<file path="src/rtl/rotate_shift_pipe.sv">
// Pipelined barrel rotator/shifter: one registered stage per bit of the shift
// amount, with a global stall so every in-flight item holds under backpressure.

module rsp_stage #(
  parameter int N = 8,
  parameter int K = 0
) (
  input  logic         clk,
  input  logic         rst_n,
  input  logic         en,
  input  logic         d_vld,
  input  logic [N-1:0] d_dat,
  input  logic         sh,
  input  logic [1:0]   mode,
  input  logic         sgn,
  output logic         q_vld,
  output logic [N-1:0] q_dat
);
  localparam int SH = 1 << K;

  logic [N-1:0] res;

  always_comb begin
    case (mode)
      2'b00:   res = (d_dat >> SH) | (d_dat << (N - SH));
      2'b01:   res = (d_dat << SH) | (d_dat >> (N - SH));
      2'b10:   res = d_dat >> SH;
      default: res = (d_dat >> SH) | ({N{sgn}} << (N - SH));
    endcase
  end

  always_ff @(posedge clk or negedge rst_n) begin
    if (!rst_n) begin
      q_vld <= 1'b0;
      q_dat <= '0;
    end else if (en) begin
      q_vld <= d_vld;
      q_dat <= sh ? res : d_dat;
    end
  end
endmodule

module rotate_shift_pipe #(
  parameter  int N = 8,
  localparam int S = $clog2(N)
) (
  input  logic         clk,
  input  logic         rst_n,
  input  logic         in_valid,
  output logic         in_ready,
  input  logic [N-1:0] in_data,
  input  logic [S-1:0] in_amt,
  input  logic [1:0]   in_mode,
  output logic         out_valid,
  input  logic         out_ready,
  output logic [N-1:0] out_data,
  output logic         out_zero
);
  logic              stall;
  logic [S:0]        vld_pipe;
  logic [S:0][N-1:0] dat_pipe;
  logic [1:0]        mode_pipe [S];
  logic              sgn_pipe  [S];

  assign stall       = vld_pipe[S] & ~out_ready;
  assign in_ready    = ~stall;
  assign vld_pipe[0] = in_valid & in_ready;
  assign dat_pipe[0] = in_data;
  assign mode_pipe[0] = in_mode;
  // SRA fill is the operand's original sign, not whatever sits at the MSB mid-pipe
  assign sgn_pipe[0] = in_data[N-1];

  for (genvar k = 0; k < S; k++) begin : g_stg
    logic sh;

    if (k == 0) begin : g_a0
      assign sh = in_amt[0];
    end else begin : g_ad
      // amount bit k delayed k stages so it meets its own operand at stage k
      logic [k-1:0] adly;
      if (k == 1) begin : g_d1
        always_ff @(posedge clk or negedge rst_n) begin
          if (!rst_n)      adly <= '0;
          else if (!stall) adly <= in_amt[k];
        end
      end else begin : g_dn
        always_ff @(posedge clk or negedge rst_n) begin
          if (!rst_n)      adly <= '0;
          else if (!stall) adly <= {adly[k-2:0], in_amt[k]};
        end
      end
      assign sh = adly[k-1];
    end

    if (k < S - 1) begin : g_ctl
      always_ff @(posedge clk or negedge rst_n) begin
        if (!rst_n) begin
          mode_pipe[k+1] <= 2'b00;
          sgn_pipe[k+1]  <= 1'b0;
        end else if (!stall) begin
          mode_pipe[k+1] <= mode_pipe[k];
          sgn_pipe[k+1]  <= sgn_pipe[k];
        end
      end
    end

    rsp_stage #(.N(N), .K(k)) u_stg (
      .clk   (clk),
      .rst_n (rst_n),
      .en    (!stall),
      .d_vld (vld_pipe[k]),
      .d_dat (dat_pipe[k]),
      .sh    (sh),
      .mode  (mode_pipe[k]),
      .sgn   (sgn_pipe[k]),
      .q_vld (vld_pipe[k+1]),
      .q_dat (dat_pipe[k+1])
    );
  end

  assign out_valid = vld_pipe[S];
  assign out_data  = dat_pipe[S];
  assign out_zero  = ~|out_data;
endmodule

</file>
<file path="config.mk">
export PLATFORM = sky130hd
export DESIGN_NAME = rotate_shift_pipe
export DESIGN_NICKNAME = d
export VERILOG_FILES = /design/src/rtl/rotate_shift_pipe.sv
export SDC_FILE = /design/constraint.sdc
export NUM_CORES = 1
export LEC_CHECK = 0
export ABC_AREA = 1
export BUFFER_PORTS_ARGS = -buffer_cell sky130_fd_sc_hd__buf_4
export CAP_MARGIN = 40
export CORE_AREA = 3 3 76 78
export CTS_CLUSTER_DIAMETER = 120
export DETAILED_ROUTE_END_ITERATION = 12
export DIE_AREA = 0 0 79 81
export SKIP_CTS_REPAIR_TIMING = 1
export SLEW_MARGIN = 20
export SYNTH_ARGS = -nofsm -noshare
export SYNTH_HDL_FRONTEND = slang
export SYNTH_HIERARCHICAL = 1
export SYNTH_SLANG_ARGS = --single-unit
</file>
<file path="constraint.sdc">
create_clock -name clk -period 2.45 [get_ports clk]
set_input_delay 0.49 -clock clk [delete_from_list [all_inputs] [get_ports clk]]
set_output_delay 0.49 -clock clk [all_outputs]
set_load 0.05 [all_outputs]
</file>
==> impl_metrics.env <==
export IMPL_cp_end_kind="output port"
export IMPL_first_pass_iters=4
export IMPL_num_nets_final=333
export IMPL_post_route_period_util=0.709
export IMPL_fp_row_count=26
export IMPL_p_clk_frac=0.150
export IMPL_syn2layout_area_growth_pct=12.4
export IMPL_wl_met3_um=191
export IMPL_dpl_hpwl_um=3070
export IMPL_clkTransAtPathRegs_ns=0.07
export IMPL_reg2reg_setup_slack_ns=1.11
export IMPL_grt_max_degree=37
export IMPL_rr_worst_depth=6
export IMPL_fillers=590
export IMPL_combinationalPowerShare=0.440
export IMPL_rsz0062_at_grt="no"
export IMPL_start_util=0.401
export IMPL_syn_area_per_cell_um2=7.13
export IMPL_drt_met1_wl_um=1880
export IMPL_cts_tree="yes"
export IMPL_met2_length_um=2030
export IMPL_grt_pass1_vias=1692
export IMPL_tns_ns=0
export IMPL_cp_arrival_ns=1.25
export IMPL_tightest_slew_ns=0.443
export IMPL_synthTopCellsByArea="dfrtp_1 (44%), nand2_1 (20%), nand3_1 (8.7%)"
export IMPL_synthesis_area_um2=2060
export IMPL_cpMaxStageDelayCell="dfrtp_1"
export IMPL_vdd_drop_max_v=0.000476
export IMPL_r2r_start="g_stg[2].u_stg/q_vld"
export IMPL_internal_power_mw=1.42
export IMPL_p_seq_frac=0.410
export IMPL_fp_dieW_um=79
export IMPL_fin_crit_ns=1.74
export IMPL_grt_pass1_wl_um=7450
export IMPL_outcome="finished clean"
export IMPL_path_class="reg2out"
export IMPL_insertion_delay_ns=0.28
export IMPL_leakage_nw=1.23
export IMPL_routed_top_layer="met4"
export IMPL_p_switching_mw=1.20
export IMPL_ios=28
export IMPL_setup_viol=0
export IMPL_pre_cts_ws_ns=0.817
export IMPL_reg2reg_to="g_stg[2].u_stg/q_dat[6]"
export IMPL_hold_path_class="in2async"
export IMPL_cts_root_buf="clkbuf_8"
export IMPL_gp_congestion=0.817
export IMPL_crit_required_ns=1.96
export IMPL_grtUsageTotal=0.147
export IMPL_finalHoldWorstSlack_ns=0.149
export IMPL_yosysUniqueCellTypes=20
export IMPL_synthArstFlopShare=1.00
export IMPL_maxSlewHeadroom=0.705
export IMPL_drt_iter0_markers=69
export IMPL_drive_gt1_frac=0.150
export IMPL_synth_cells=289
export IMPL_power_density_nw_per_um2=1130
export IMPL_via_per_inst=4.68
export IMPL_critPathLaunchType="register"
export IMPL_finalClockSkew_ns=0.00264
export IMPL_wl_per_cell_um=10.9
export IMPL_yosysTopAreaCellShare=0.437
export IMPL_htreeDepth=2
export IMPL_synth_edf_count=0
export IMPL_cts_sinks=36
export IMPL_synth_yosys_seq_area_share=0.437
export IMPL_io_buffers=27
export IMPL_drv_slew=0
export IMPL_sw_frac_of_total=0.458
export IMPL_max_freq_mhz=575
export IMPL_critPathBufInv=1
export IMPL_n_antenna_cell=0
export IMPL_worstPathMaxFanout=16
export IMPL_vias=1794
export IMPL_synth_top_flop_cell="dfrtp_1"
export IMPL_core_region_area_um2=5140
export IMPL_fin_ws_ns=0.712
export IMPL_drc=0
export IMPL_die_h_um=81
export IMPL_cp_cell_sequence="nand2_2, buf_4"
export IMPL_ys_warn_count=6
export IMPL_synth_most_common_cell="nand2_1"
export IMPL_die_area_um2=6400
export IMPL_gr_total_overflow=0
export IMPL_synthesis_nets=309
export IMPL_critPathMaxStageDelay_ns=0.42
export IMPL_cts_buffer_depth=2
export IMPL_synth_common_cells="nand2_1 (109), nor2_1 (38), dfrtp_1 (36), nand3_1 (36), inv_1 (20)"
export IMPL_antenna_left=0
export IMPL_synth_seq_cells=36
export IMPL_synth_largest_area_cell="dfrtp_1"
export IMPL_maxCapViolCount=0
export IMPL_cp_top_family="flip-flops"
export IMPL_finalHoldViolations=0
export IMPL_antenna_found_initial=0
export IMPL_wirelength_um=4170
export IMPL_cts_buffers_inserted=5
## per-stage QoR
stage,power [mW],instance area [um2],utilization,cells
2_1_floorplan,1.96,2060,-,289
3_3_place_gp,2.24,2240,0.436,376
3_5_place_dp,2.25,2240,0.436,376
4_1_cts,2.65,2320,0.451,383
5_1_grt,2.84,2320,0.451,383
6_report,2.61,2320,0.451,383
## state kept, by name, indices dropped and copies added, names as in the netlist
register and count:
g_stg.g_ad.adly 3, g_stg.u_stg/q_dat 24, sgn_pipe 2, mode_pipe 4
g_stg.u_stg/q_vld 3
## routing by layer
metal / vias up / GRT usage
met5: - / 0
met4: 0 / 0.0464
met3: 6 / 0.0366
met2: 34 / 0.257
met1: 812 / 0.178
li1: 942 / -
## placed cells by master, fill, tap and decap left out, drive strengths merged
| master | instances |
|---|---|
| clkinv | 2 |
| nand2 | 111 |
| ha | 3 |
| inv | 25 |
| nor2 | 42 |
| dfrtp | 36 |
| o21ai | 10 |
| buf | 28 |
| clkbuf | 6 |
| a21oi | 14 |
| nand3 | 36 |
## cell type report
| type | count | area, um2 | area share |
|---|---|---|---|
| multi-input cells | 216 | 945 | 0.407 |
| repair buffers | 28 | 210 | 0.0907 |
| well taps | 70 | 87.6 | 0.0378 |
| flip-flops and latches | 36 | 901 | 0.389 |
| clock inverters | 1 | 5.00 | 0.00216 |
| clock buffers | 6 | 72.6 | 0.0313 |
| inverters | 26 | 97.6 | 0.0421 |
## cells by family (layout without fill, tap and decap cells)
logic type | count (synthesis) | after routing | synth area share
AO/OA/AOI/OAI | 24 | 24 | 0.0619
buffers and inverters | 37 | 61 | 0.105
AND/OR/NAND/NOR | 189 | 189 | 0.378
adder cells (fa/ha/maj) | 3 | 3 | 0.0182
flip-flops | 36 | 36 | 0.437
## power by group through the flow
stage | logic (mW) | registers (mW) | clock network (mW)
2_1_floorplan | 0.691 | 1.27 | 0
3_3_place_gp | 1.15 | 1.08 | 0
3_5_place_dp | 1.16 | 1.08 | 0
4_1_cts | 1.17 | 1.08 | 0.411
5_1_grt | 1.30 | 1.11 | 0.439
6_report | 1.15 | 1.07 | 0.391
## how the worst max path moves through the flow
| stage | startpoint | to | slack, ns | cells after the start |
|---|---|---|---|---|
| detailed placement | out_ready | in_ready | 0.82 | 4 |
| global placement | out_ready | in_ready | 0.81 | 4 |
| finish | g_stg[2].u_stg/q_vld | in_ready | 0.71 | 2 |
| floorplan | g_stg[2].u_stg/q_dat[7] | out_zero | 0.53 | 3 |
| global route | g_stg[2].u_stg/q_vld | in_ready | 0.64 | 2 |
| CTS | g_stg[2].u_stg/q_vld | in_ready | 0.68 | 2 |
Power figures use the tool's default switching activity.
